<file path="src/rtl/pipeline_ctrl_pkg.sv">
// Shared types and constants for the pipeline stall/flush sequencer.
// A flush loads all-zero control fields into a stage register, i.e. a bubble.
package pipeline_ctrl_pkg;

    typedef enum logic {
        RUN,
        DIV_WAIT
    } state_e;

    localparam int unsigned DivCyclesDefault = 33;

    typedef struct packed {
        logic pc_en;
        logic if_id_en;
        logic id_ex_en;
        logic ex_mem_en;
        logic if_id_flush;
        logic id_ex_flush;
        logic ex_mem_flush;
        logic div_start;
        logic div_abort;
    } hz_ctrl_t;

    localparam hz_ctrl_t CtrlOff = '0;

    // All stage registers load; optionally every one of them loads a bubble.
    function automatic hz_ctrl_t ctrl_advance(input logic flush);
        hz_ctrl_t c;
        c              = CtrlOff;
        c.pc_en        = 1'b1;
        c.if_id_en     = 1'b1;
        c.id_ex_en     = 1'b1;
        c.ex_mem_en    = 1'b1;
        c.if_id_flush  = flush;
        c.id_ex_flush  = flush;
        c.ex_mem_flush = flush;
        return c;
    endfunction

endpackage

</file>
<file path="src/rtl/pipeline_hazard_ctrl_if.sv">
// Hazard inputs from the pipeline and stage-register controls back to it.
interface pipeline_hazard_ctrl_if;

    logic        redirect_i;
    logic        ex_is_div_i;
    logic        ex_div_by_zero_i;
    logic        ex_mem_read_i;
    logic [4:0]  ex_rd_i;
    logic [4:0]  id_rs1_i;
    logic [4:0]  id_rs2_i;
    logic        id_uses_rs1_i;
    logic        id_uses_rs2_i;

    logic        pc_en;
    logic        if_id_en;
    logic        id_ex_en;
    logic        ex_mem_en;
    logic        if_id_flush;
    logic        id_ex_flush;
    logic        ex_mem_flush;
    logic        div_start;
    logic        div_abort;
    logic        div_busy;
    logic [31:0] stall_cycles;

    // Controller side.
    modport master (
        input  redirect_i, ex_is_div_i, ex_div_by_zero_i, ex_mem_read_i, ex_rd_i,
        input  id_rs1_i, id_rs2_i, id_uses_rs1_i, id_uses_rs2_i,
        output pc_en, if_id_en, id_ex_en, ex_mem_en, if_id_flush, id_ex_flush, ex_mem_flush,
        output div_start, div_abort, div_busy, stall_cycles
    );

    // Pipeline side.
    modport slave (
        output redirect_i, ex_is_div_i, ex_div_by_zero_i, ex_mem_read_i, ex_rd_i,
        output id_rs1_i, id_rs2_i, id_uses_rs1_i, id_uses_rs2_i,
        input  pc_en, if_id_en, id_ex_en, ex_mem_en, if_id_flush, id_ex_flush, ex_mem_flush,
        input  div_start, div_abort, div_busy, stall_cycles
    );

endinterface

</file>
<file path="src/rtl/load_use_detect.sv">
// Combinational load-use compare between the load in EX and the sources of ID.
module load_use_detect (
    input  logic       ex_mem_read_i,
    input  logic [4:0] ex_rd_i,
    input  logic [4:0] id_rs1_i,
    input  logic [4:0] id_rs2_i,
    input  logic       id_uses_rs1_i,
    input  logic       id_uses_rs2_i,
    output logic       hazard_o
);

    logic rs1_hit;
    logic rs2_hit;

    always_comb begin
        rs1_hit  = id_uses_rs1_i && (ex_rd_i == id_rs1_i);
        rs2_hit  = id_uses_rs2_i && (ex_rd_i == id_rs2_i);
        // x0 is never a real dependency.
        hazard_o = ex_mem_read_i && (ex_rd_i != 5'd0) && (rs1_hit || rs2_hit);
    end

endmodule

</file>
<file path="src/rtl/pipeline_hazard_ctrl.sv">
// Stall/flush sequencer: redirects, multi-cycle divide, load-use, stall counter.
module pipeline_hazard_ctrl
    import pipeline_ctrl_pkg::*;
#(
    parameter int unsigned DIV_CYCLES = DivCyclesDefault,
    parameter int unsigned CNT_W      = 6
) (
    input logic                  CLK,
    input logic                  RESET,
    pipeline_hazard_ctrl_if.master hz
);

    state_e           state_q, state_d;
    logic [CNT_W-1:0] cnt_q, cnt_d;
    logic [31:0]      stall_cycles_q, stall_cycles_d;
    logic             load_use;
    hz_ctrl_t         ctrl;
    hz_ctrl_t         ctrl_out;

    load_use_detect u_load_use_detect (
        .ex_mem_read_i (hz.ex_mem_read_i),
        .ex_rd_i       (hz.ex_rd_i),
        .id_rs1_i      (hz.id_rs1_i),
        .id_rs2_i      (hz.id_rs2_i),
        .id_uses_rs1_i (hz.id_uses_rs1_i),
        .id_uses_rs2_i (hz.id_uses_rs2_i),
        .hazard_o      (load_use)
    );

    always_comb begin
        state_d = state_q;
        cnt_d   = cnt_q;
        ctrl    = ctrl_advance(1'b0);

        unique case (state_q)
            RUN: begin
                if (hz.redirect_i) begin
                    ctrl = ctrl_advance(1'b1);
                end else if (hz.ex_is_div_i) begin
                    // Freeze PC..ID/EX, feed bubbles into MEM while the divider works.
                    ctrl.div_start    = 1'b1;
                    ctrl.pc_en        = 1'b0;
                    ctrl.if_id_en     = 1'b0;
                    ctrl.id_ex_en     = 1'b0;
                    ctrl.ex_mem_flush = 1'b1;
                    cnt_d   = hz.ex_div_by_zero_i ? '0 : CNT_W'(DIV_CYCLES - 1);
                    state_d = DIV_WAIT;
                end else if (load_use) begin
                    ctrl.pc_en       = 1'b0;
                    ctrl.if_id_en    = 1'b0;
                    ctrl.id_ex_flush = 1'b1;
                end
            end
            DIV_WAIT: begin
                if (hz.redirect_i) begin
                    ctrl           = ctrl_advance(1'b1);
                    ctrl.div_abort = 1'b1;
                    cnt_d          = '0;
                    state_d        = RUN;
                end else if (cnt_q != '0) begin
                    ctrl.pc_en        = 1'b0;
                    ctrl.if_id_en     = 1'b0;
                    ctrl.id_ex_en     = 1'b0;
                    ctrl.ex_mem_flush = 1'b1;
                    cnt_d             = cnt_q - CNT_W'(1);
                end else begin
                    // Release: result valid now; the divide itself must not restart.
                    state_d = RUN;
                end
            end
            default: state_d = RUN;
        endcase

        ctrl_out       = RESET ? CtrlOff : ctrl;
        stall_cycles_d = stall_cycles_q + {31'd0, ~ctrl_out.pc_en};
    end

    always_ff @(posedge CLK or posedge RESET) begin
        if (RESET) begin
            state_q        <= RUN;
            cnt_q          <= '0;
            stall_cycles_q <= '0;
        end else begin
            state_q        <= state_d;
            cnt_q          <= cnt_d;
            stall_cycles_q <= stall_cycles_d;
        end
    end

    assign hz.pc_en        = ctrl_out.pc_en;
    assign hz.if_id_en     = ctrl_out.if_id_en;
    assign hz.id_ex_en     = ctrl_out.id_ex_en;
    assign hz.ex_mem_en    = ctrl_out.ex_mem_en;
    assign hz.if_id_flush  = ctrl_out.if_id_flush;
    assign hz.id_ex_flush  = ctrl_out.id_ex_flush;
    assign hz.ex_mem_flush = ctrl_out.ex_mem_flush;
    assign hz.div_start    = ctrl_out.div_start;
    assign hz.div_abort    = ctrl_out.div_abort;
    assign hz.div_busy     = (state_q == DIV_WAIT) && !RESET;
    assign hz.stall_cycles = stall_cycles_q;

endmodule

</file>
<file path="src/flat_wrapper.sv">
// flat-port wrapper written by rule: the top's interface ports become plain ports
module pipeline_hazard_ctrl_flat import pipeline_ctrl_pkg::*;
#(
    parameter int unsigned DIV_CYCLES = DivCyclesDefault,
    parameter int unsigned CNT_W      = 6
)
  (CLK, RESET, hz_redirect_i, hz_ex_is_div_i, hz_ex_div_by_zero_i, hz_ex_mem_read_i, hz_ex_rd_i, hz_id_rs1_i, hz_id_rs2_i, hz_id_uses_rs1_i, hz_id_uses_rs2_i, hz_pc_en, hz_if_id_en, hz_id_ex_en, hz_ex_mem_en, hz_if_id_flush, hz_id_ex_flush, hz_ex_mem_flush, hz_div_start, hz_div_abort, hz_div_busy, hz_stall_cycles);
  pipeline_hazard_ctrl_if hz_i ();
  input logic CLK;
  input logic RESET;
  input wire logic [$bits(hz_i.redirect_i)-1:0] hz_redirect_i;
  input wire logic [$bits(hz_i.ex_is_div_i)-1:0] hz_ex_is_div_i;
  input wire logic [$bits(hz_i.ex_div_by_zero_i)-1:0] hz_ex_div_by_zero_i;
  input wire logic [$bits(hz_i.ex_mem_read_i)-1:0] hz_ex_mem_read_i;
  input wire logic [$bits(hz_i.ex_rd_i)-1:0] hz_ex_rd_i;
  input wire logic [$bits(hz_i.id_rs1_i)-1:0] hz_id_rs1_i;
  input wire logic [$bits(hz_i.id_rs2_i)-1:0] hz_id_rs2_i;
  input wire logic [$bits(hz_i.id_uses_rs1_i)-1:0] hz_id_uses_rs1_i;
  input wire logic [$bits(hz_i.id_uses_rs2_i)-1:0] hz_id_uses_rs2_i;
  output wire logic [$bits(hz_i.pc_en)-1:0] hz_pc_en;
  output wire logic [$bits(hz_i.if_id_en)-1:0] hz_if_id_en;
  output wire logic [$bits(hz_i.id_ex_en)-1:0] hz_id_ex_en;
  output wire logic [$bits(hz_i.ex_mem_en)-1:0] hz_ex_mem_en;
  output wire logic [$bits(hz_i.if_id_flush)-1:0] hz_if_id_flush;
  output wire logic [$bits(hz_i.id_ex_flush)-1:0] hz_id_ex_flush;
  output wire logic [$bits(hz_i.ex_mem_flush)-1:0] hz_ex_mem_flush;
  output wire logic [$bits(hz_i.div_start)-1:0] hz_div_start;
  output wire logic [$bits(hz_i.div_abort)-1:0] hz_div_abort;
  output wire logic [$bits(hz_i.div_busy)-1:0] hz_div_busy;
  output wire logic [$bits(hz_i.stall_cycles)-1:0] hz_stall_cycles;
  assign hz_i.redirect_i = hz_redirect_i;
  assign hz_i.ex_is_div_i = hz_ex_is_div_i;
  assign hz_i.ex_div_by_zero_i = hz_ex_div_by_zero_i;
  assign hz_i.ex_mem_read_i = hz_ex_mem_read_i;
  assign hz_i.ex_rd_i = hz_ex_rd_i;
  assign hz_i.id_rs1_i = hz_id_rs1_i;
  assign hz_i.id_rs2_i = hz_id_rs2_i;
  assign hz_i.id_uses_rs1_i = hz_id_uses_rs1_i;
  assign hz_i.id_uses_rs2_i = hz_id_uses_rs2_i;
  assign hz_pc_en = hz_i.pc_en;
  assign hz_if_id_en = hz_i.if_id_en;
  assign hz_id_ex_en = hz_i.id_ex_en;
  assign hz_ex_mem_en = hz_i.ex_mem_en;
  assign hz_if_id_flush = hz_i.if_id_flush;
  assign hz_id_ex_flush = hz_i.id_ex_flush;
  assign hz_ex_mem_flush = hz_i.ex_mem_flush;
  assign hz_div_start = hz_i.div_start;
  assign hz_div_abort = hz_i.div_abort;
  assign hz_div_busy = hz_i.div_busy;
  assign hz_stall_cycles = hz_i.stall_cycles;
  pipeline_hazard_ctrl #(.DIV_CYCLES(DIV_CYCLES), .CNT_W(CNT_W)) u_core (.CLK(CLK), .RESET(RESET), .hz(hz_i));
endmodule
</file>
<file path="config.mk">
export PLATFORM = sky130hd
export DESIGN_NAME = pipeline_hazard_ctrl_flat
export DESIGN_NICKNAME = d
export VERILOG_FILES = /design/src/rtl/pipeline_ctrl_pkg.sv /design/src/rtl/pipeline_hazard_ctrl_if.sv /design/src/rtl/load_use_detect.sv /design/src/rtl/pipeline_hazard_ctrl.sv /design/src/flat_wrapper.sv
export SDC_FILE = /design/constraint.sdc
export NUM_CORES = 1
export LEC_CHECK = 0
export BUFFER_PORTS_ARGS = -buffer_cell sky130_fd_sc_hd__buf_2
export CORE_MARGIN = 2
export CORE_UTILIZATION = 46
export DETAILED_ROUTE_END_ITERATION = 7
export PLACE_DENSITY = 0.76
export SLEW_MARGIN = 20
export SYNTH_ARGS = -nofsm -noshare
export SYNTH_HDL_FRONTEND = slang
export SYNTH_SLANG_ARGS = --single-unit
</file>
<file path="constraint.sdc">
create_clock -name CLK -period 2.5 [get_ports CLK]
set_input_delay 0.625 -clock CLK [delete_from_list [all_inputs] [get_ports CLK]]
set_output_delay 0.625 -clock CLK [all_outputs]
set_load 0.02 [all_outputs]
</file>
* Word level (Yosys, flattened, before mapping)
Index checks and enable logic that the tools add are counted.
** Word-level totals
- Register bits :: 39
- Input bits :: 23
- Output and inout port bits :: 42
** Operators by class
- Add/sub/neg operators :: 2
- Equality and inequality tests :: 5
- Multiplexer cells :: 27
- Bitwise logic cells :: 2
- Reductions and logical operators :: 10
** Operator list (count)
- 32-bit by 1-bit adder with 32-bit output :: 1
- 6-bit 2-to-1 mux :: 5
- 9-bit one-hot mux with 2 select lines :: 1
- 3-bit 2-to-1 mux :: 4
- 6-bit one-hot mux with 2 select lines :: 1
- 5-bit == test :: 2
- 1-bit 2-to-1 mux :: 10
- 9-bit 2-to-1 mux :: 1
- 2-bit 2-to-1 mux :: 4
- 6-bit nonzero test :: 1
- 6-bit by 1-bit subtractor with 6-bit output (second input constant) :: 1
- 1-bit logical AND :: 5
- 5-bit nonzero test :: 1
- 2-bit != test (second input constant) :: 2
- 3-bit != test (second input constant) :: 1
- 3-bit AND reduction :: 1
- 1-bit NOT :: 2
- 1-bit one-hot mux with 2 select lines :: 1
- 1-bit zero test :: 1
- 1-bit logical OR :: 1

* Longest topological paths before layout
- Word-level depth :: 11
- Mapped depth :: 12

* Cells and area by module
Synthesis repeated with hierarchy kept, for this count alone.
** Unflattened totals
- Cell total of the unflattened synthesis :: 198
- Area total of the unflattened synthesis :: 2075.7 sq um
** Modules (own cells, without submodules)
- pipeline_hazard_ctrl :: times used 1, cells an instance 181, area an instance 1941.9 sq um, seq. area each 975.9 sq um
- load_use_detect :: times used 1, cells an instance 17, area an instance 133.9 sq um, seq. area each 0.0 sq um

* Worst setup path after synthesis
OpenSTA, ideal clock, no wires.
- Path kind :: input to register
- Start :: input port hz_ex_rd_i[4]
- End :: register u_core.stall_cycles_q[14] (netlist: u_core.hz.stall_cycles[14])
- Library setup time :: 0.080 ns
- Data arrival time :: 2.792 ns
- Required time :: 2.420 ns
- Slack :: -0.371 ns
- Cell stages on the path :: 10
- Path buffers :: 0
- Cell sequence :: xor2_1 nor4_1 a32oi_1 o41ai_1 ha_1 ha_1 inv_1 or4_4 nor2_2 xor2_1
** On the way
- Longest elaborated chain between the ends :: 11
- Elaborated cells on any way between the ends :: 15
- Classes of those cells :: 1 x add/sub; 2 x eq/ne; 5 x mux; 1 x bitwise; 6 x reduce/logical
** Ends and longest elaborated chain
- start: declaration :: line flat_wrapper.sv:15 : input wire logic [$bits(hz_i.ex_rd_i)-1:0] hz_ex_rd_i;
- 5-bit == test, on equally long branches :: line load_use_detect.sv:16, load_use_detect.sv:17
- 1-bit logical AND, on equally long branches :: line load_use_detect.sv:16, load_use_detect.sv:17
- 1-bit logical OR :: line load_use_detect.sv:19 : hazard_o = ex_mem_read_i && (ex_rd_i != 5'd0) && (rs1_hit || rs2_hit);
- 1-bit logical AND * :: line load_use_detect.sv:19
- 2-bit 2-to-1 mux * :: line pipeline_hazard_ctrl.sv:48 : end else if (load_use) begin
- 2-bit 2-to-1 mux * :: line pipeline_hazard_ctrl.sv:39 : end else if (hz.ex_is_div_i) begin
- 3-bit 2-to-1 mux * :: line pipeline_hazard_ctrl.sv:37 : if (hz.redirect_i) begin
- 9-bit one-hot mux with 2 select lines * :: line pipeline_hazard_ctrl.sv:35 : unique case (state_q)
- 9-bit 2-to-1 mux * :: line pipeline_hazard_ctrl.sv:74 : ctrl_out = RESET ? CtrlOff : ctrl;
- 1-bit NOT * :: line pipeline_hazard_ctrl.sv:75 : stall_cycles_d = stall_cycles_q + {31'd0, ~ctrl_out.pc_en};
- 32-bit by 1-bit adder with 32-bit output * :: line pipeline_hazard_ctrl.sv:75
- via u_core.stall_cycles_d[14] :: line pipeline_hazard_ctrl.sv:15 : logic [31:0] stall_cycles_q, stall_cycles_d;
- end signal: assignment :: line pipeline_hazard_ctrl.sv:86 : stall_cycles_q <= stall_cycles_d;
- end: declaration :: line pipeline_hazard_ctrl.sv:15
The timed path passes the listed nets; every way through them passes the cells marked *. The select of a mux whose other input is x is not followed.
A chain may end at the register's enable or synchronous reset.

* Final worst setup path
- Start :: input port hz_ex_rd_i[0]
- End :: output port hz_pc_en
** On the way
- Longest elaborated chain between the ends :: 9
- Elaborated cells on any way between the ends :: 13
- Classes of those cells :: 2 x eq/ne; 5 x mux; 6 x reduce/logical
** Ends and longest elaborated chain
- 5-bit == test, on equally long branches :: line load_use_detect.sv:16, load_use_detect.sv:17
- 1-bit logical AND, on equally long branches :: line load_use_detect.sv:16, load_use_detect.sv:17
- 1-bit logical OR :: line load_use_detect.sv:19
- 1-bit logical AND * :: line load_use_detect.sv:19
- 2-bit 2-to-1 mux * :: line pipeline_hazard_ctrl.sv:48
- 2-bit 2-to-1 mux * :: line pipeline_hazard_ctrl.sv:39
- 3-bit 2-to-1 mux * :: line pipeline_hazard_ctrl.sv:37
- 9-bit one-hot mux with 2 select lines * :: line pipeline_hazard_ctrl.sv:35
- 9-bit 2-to-1 mux * :: line pipeline_hazard_ctrl.sv:74
- end: declaration :: line flat_wrapper.sv:20 : output wire logic [$bits(hz_i.pc_en)-1:0] hz_pc_en;
Mark *: on every way between the ends. The rest lies on a longest branch, timed or not. The select of a mux whose other input is x is not followed.

==> run_summary.xml <==
<?xml version="1.0" encoding="UTF-8"?>
<metrics>
  <group name="cells_and_area">
    <metric name="fin_cells" unit="">339</metric>
    <metric name="area_delta_synth_final" unit="%">42.93</metric>
    <metric name="final_core_utilization" unit="">0.6772</metric>
    <metric name="postLayoutCellArea" unit="mm^2">0.002908</metric>
    <metric name="final_layout_size_suffix_gt1_frac" unit="">0.4251</metric>
    <metric name="antennaDiodeCount" unit="">0</metric>
    <metric name="final_nets" unit="">312</metric>
  </group>
  <group name="hold_path">
    <metric name="hp-start" unit="">u_core.hz.stall_cycles[31]</metric>
    <metric name="hold_path_end" unit="">u_core.hz.stall_cycles[31]</metric>
    <metric name="worstHoldPathCells" unit="">1</metric>
    <metric name="hp-class" unit="">reg -&gt; reg</metric>
  </group>
  <group name="sta">
    <metric name="worstMarginPinSlew" unit="ns">0.6172</metric>
    <metric name="hold_viol_final" unit="">0</metric>
    <metric name="whs" unit="ns">0.4771</metric>
    <metric name="grt_setup_unrepaired" unit="">yes</metric>
    <metric name="final.setup_skew" unit="ns">0.005948</metric>
    <metric name="layout_min_cycle_time" unit="ns">2.628</metric>
    <metric name="fmax" unit="GHz">0.3804</metric>
    <metric name="setup_viol" unit="">9</metric>
    <metric name="share_of_the_clock_period_used_by_the_worst_path_after_layout" unit="">1.051</metric>
    <metric name="finalSetupTns" unit="ns">-0.5838</metric>
    <metric name="slew_viol_final" unit="">0</metric>
    <metric name="post-route-worst-setup-slack" unit="ns">-0.1285</metric>
    <metric name="max_slew_margin" unit="">0.5851</metric>
  </group>
  <group name="detailed_routing">
    <metric name="wl_per_cell" unit="um">13.66</metric>
    <metric name="drtIter0Drc" unit="">106</metric>
    <metric name="tritonroute_pass_1_iters" unit="">4</metric>
    <metric name="antenna_violating_nets_post_route" unit="">0</metric>
    <metric name="route.vias.total" unit="">1816</metric>
    <metric name="route.final.wire_length" unit="um">4630</metric>
    <metric name="post_drt_via_cell_ratio" unit="">5.357</metric>
    <metric name="remaining_drc_errors" unit="">0</metric>
  </group>
  <group name="synthesis">
    <metric name="synth_area_per_cell" unit="um^2">10.49</metric>
    <metric name="synth_enable_flop_cells" unit="">0</metric>
    <metric name="yosys-top-cells-count" unit="">39 x dfrtp_1, 28 x xnor2_1, 16 x nand4_1, 12 x nor2_1, 12 x xor2_1</metric>
    <metric name="yosys-top-cells-area" unit="">dfrtp_1 48%, xnor2_1 12%, xor2_1 5.2%</metric>
    <metric name="synth-compound-area-share" unit="">0.07257</metric>
    <metric name="synth.yosys.seq_area_share" unit="">0.4797</metric>
    <metric name="synth_top_family_by_area" unit="">simple AND/OR/NAND/NOR gates</metric>
    <metric name="yosys_warnings" unit="">0</metric>
    <metric name="mappedNetlistNets" unit="">220</metric>
    <metric name="yosys.cell_count.top_type" unit="">dfrtp_1</metric>
    <metric name="fraction_of_synthesis_flops_using_an_asynchronous_set_or_reset_pin" unit="">1.000</metric>
    <metric name="netlist-cell-type-count" unit="">44</metric>
    <metric name="synth_mux_area_frac" unit="">0.004920</metric>
    <metric name="synthesis.area" unit="mm^2">0.002034</metric>
    <metric name="synth_adder_area_share" unit="">0.01845</metric>
    <metric name="synth.largest_area_cell" unit="">dfrtp_1</metric>
    <metric name="post-synth-top-area-fraction" unit="">0.4797</metric>
    <metric name="postSynthRegisterBits" unit="">39</metric>
    <metric name="post_synth_inst_count" unit="">194</metric>
    <metric name="yosys.area_share.xor_xnor" unit="">0.1722</metric>
    <metric name="post_synth_and_or_nand_nor_area_fraction" unit="">0.2276</metric>
    <metric name="ys_dominant_reg_cell" unit="">dfrtp_1</metric>
  </group>
  <group name="power">
    <metric name="power_leakage" unit="nW">1.393</metric>
    <metric name="post-layout-total-power" unit="mW">2.163</metric>
    <metric name="net-switching-power" unit="uW">695.2</metric>
    <metric name="comb_power_frac" unit="">0.331</metric>
    <metric name="pwr-share-seq" unit="">0.384</metric>
    <metric name="switching_share" unit="">0.3213</metric>
    <metric name="vdd_drop_max" unit="uV">408.8</metric>
    <metric name="power_per_cell_area" unit="mW/mm^2">744.0</metric>
    <metric name="clock_power_share" unit="">0.285</metric>
    <metric name="power_report.internal_total" unit="mW">1.468</metric>
  </group>
  <group name="status">
    <metric name="run_status" unit="">finished, violations left</metric>
    <metric name="failing_checks" unit="">setup timing</metric>
  </group>
  <group name="clock_tree">
    <metric name="worstSkewPairLatency" unit="ns">0.28</metric>
    <metric name="clk_path_buf_depth" unit="">2</metric>
    <metric name="cts_made_buffers" unit="">5</metric>
    <metric name="clkSlewWorstSetupHoldPaths" unit="ns">0.08</metric>
    <metric name="cts_root_buffer" unit="">clkbuf_8</metric>
    <metric name="cts_htree_levels" unit="">2</metric>
    <metric name="cts_tree" unit="">yes</metric>
    <metric name="cts.sinks" unit="">39</metric>
  </group>
  <group name="place">
    <metric name="gpl.final_weighted_congestion" unit="">0.7616</metric>
    <metric name="detailed_place.area" unit="mm^2">0.002611</metric>
    <metric name="placement.setup.worst_slack" unit="ns">-0.5827</metric>
    <metric name="buffer_ports.inserted" unit="">64</metric>
    <metric name="dp_hpwl" unit="um">3231</metric>
    <metric name="place.detailed.instances" unit="">329</metric>
  </group>
  <group name="global_routing">
    <metric name="grt_start_max_net_pins" unit="">40</metric>
    <metric name="grt.overflow.total" unit="">0</metric>
    <metric name="first_pass_grt_wire_length" unit="um">7686</metric>
    <metric name="number_of_global_route_vias_before_repair" unit="">1769</metric>
    <metric name="antenna_found_initial" unit="">0</metric>
    <metric name="gr-usage-all-layers" unit="">0.1880</metric>
  </group>
  <group name="setup_path">
    <metric name="cp.required" unit="ns">1.88</metric>
    <metric name="r2r_end" unit="">u_core.hz.stall_cycles[14]</metric>
    <metric name="timing.setup.critical_path_class" unit="">in -&gt; out</metric>
    <metric name="path_max_fanout" unit="">3</metric>
    <metric name="worst-endpoint-arrival" unit="ns">2.00</metric>
    <metric name="cp-end-kind" unit="">output pin</metric>
    <metric name="critPathLaunchType" unit="">primary input</metric>
    <metric name="reg2reg_slack" unit="ns">-0.02</metric>
    <metric name="r2r-start" unit="">u_core.cnt_q[1]</metric>
    <metric name="r2r.worst_path.cells" unit="">12</metric>
  </group>
  <group name="floorplan">
    <metric name="coreArea" unit="mm^2">0.004294</metric>
    <metric name="dieArea" unit="mm^2">0.004971</metric>
    <metric name="die_height" unit="um">70.51</metric>
    <metric name="io-pin-count" unit="">65</metric>
    <metric name="initial_utilization" unit="">0.4738</metric>
    <metric name="die-width" unit="um">70.51</metric>
    <metric name="placementRows" unit="">24</metric>
  </group>
  <group name="job">
    <metric name="drv_cap" unit="">0</metric>
  </group>
</metrics>
critical path: stages:
cell and delay (ns):
buf_8 0.11, xor2_2 0.16, nor4_2 0.26, a32oi_1 0.17
buf_4 0.17, o41a_1 0.35, buf_6 0.15
what timing repair did:
action	CTS	global route
gates resized for setup	23	10
setup endpoints to repair	26	27
buffers inserted	1	2
pin swaps	17	8
hold buffers	0	0
area by class of cell:
cell class	count	area (um^2)
Timing Repair Buffer	88	576.8
Inverter	9	37.54
Multi-Input combinational cell	143	1120
Sequential cell	39	975.9
Clock buffer	6	72.57
Tap cell	52	65.06
Clock inverter	2	60.06
Fill cell	323	1386
cell families (layout without fill, tap and decap cells):
| logic type | after synthesis | after routing |
|---|---|---|
| flip-flops | 39 | 39 |
| AO/OA/AOI/OAI | 23 | 23 |
| XOR/XNOR | 40 | 40 |
| AND/OR/NAND/NOR | 76 | 76 |
| adder cells (fa/ha/maj) | 3 | 3 |
| buffers and inverters | 12 | 105 |
| multiplexers | 1 | 1 |
power by group through the flow:
stage / registers, mW / clock network, mW / logic, mW
6_report: 0.832 / 0.616 / 0.715
3_5_place_dp: 0.837 / 0 / 0.662
5_1_grt: 0.848 / 0.650 / 0.795
4_1_cts: 0.828 / 0.632 / 0.681
2_1_floorplan: 0.887 / 0 / 0.333
3_3_place_gp: 0.836 / 0 / 0.650
registers in the layout, indices dropped and copies added (netlist names):
name / flops
u_core.state_q: 1
u_core.hz.stall_cycles: 32
u_core.cnt_q: 6
layer usage:
layer | share of wire | vias to the layer above | global-route usage
li1 | - | 875 | -
met1 | 0.45 | 881 | 0.2477
met2 | 0.49 | 56 | 0.3155
met3 | 0.055 | 4 | 0.03463
met4 | 0.0091 | 0 | 0.05769
met5 | 0 | - | 0
how the worst max path moves through the flow:
stage              startpoint                          to  slack [ns]  cells past startpoint
2_1_floorplan   hz_ex_rd_i[2]  u_core.hz.stall_cycles[14]       -0.34                     10
3_3_place_gp    hz_ex_rd_i[2]  u_core.hz.stall_cycles[14]       -0.58                     11
3_5_place_dp    hz_ex_rd_i[0]  u_core.hz.stall_cycles[14]       -0.58                     11
4_1_cts        hz_id_rs2_i[4]  u_core.hz.stall_cycles[14]       -0.18                     11
5_1_grt         hz_ex_rd_i[0]  u_core.hz.stall_cycles[28]       -0.29                     12
6_report        hz_ex_rd_i[0]                    hz_pc_en       -0.13                      7
placed cells by master (no fill, tap or decap), types with 3 or more instances in the layout:
cell type  netlist  final
buf_2            1     55
dfrtp_1         39     39
xnor2_1         28     28
buf_4            1     22
nand4_1         16     16
xor2_1          12     11
nor2_1          12     10
buf_6            0      9
nand2_1         11      8
inv_1            9      7
o21ai_0          8      7
nand3_1          9      6
clkbuf_8         0      5
and3_1           4      4
a21oi_1          4      4
nand3_2          0      3
nand2_2          0      3
No activity file was read; power rests on OpenSTA's default activity.
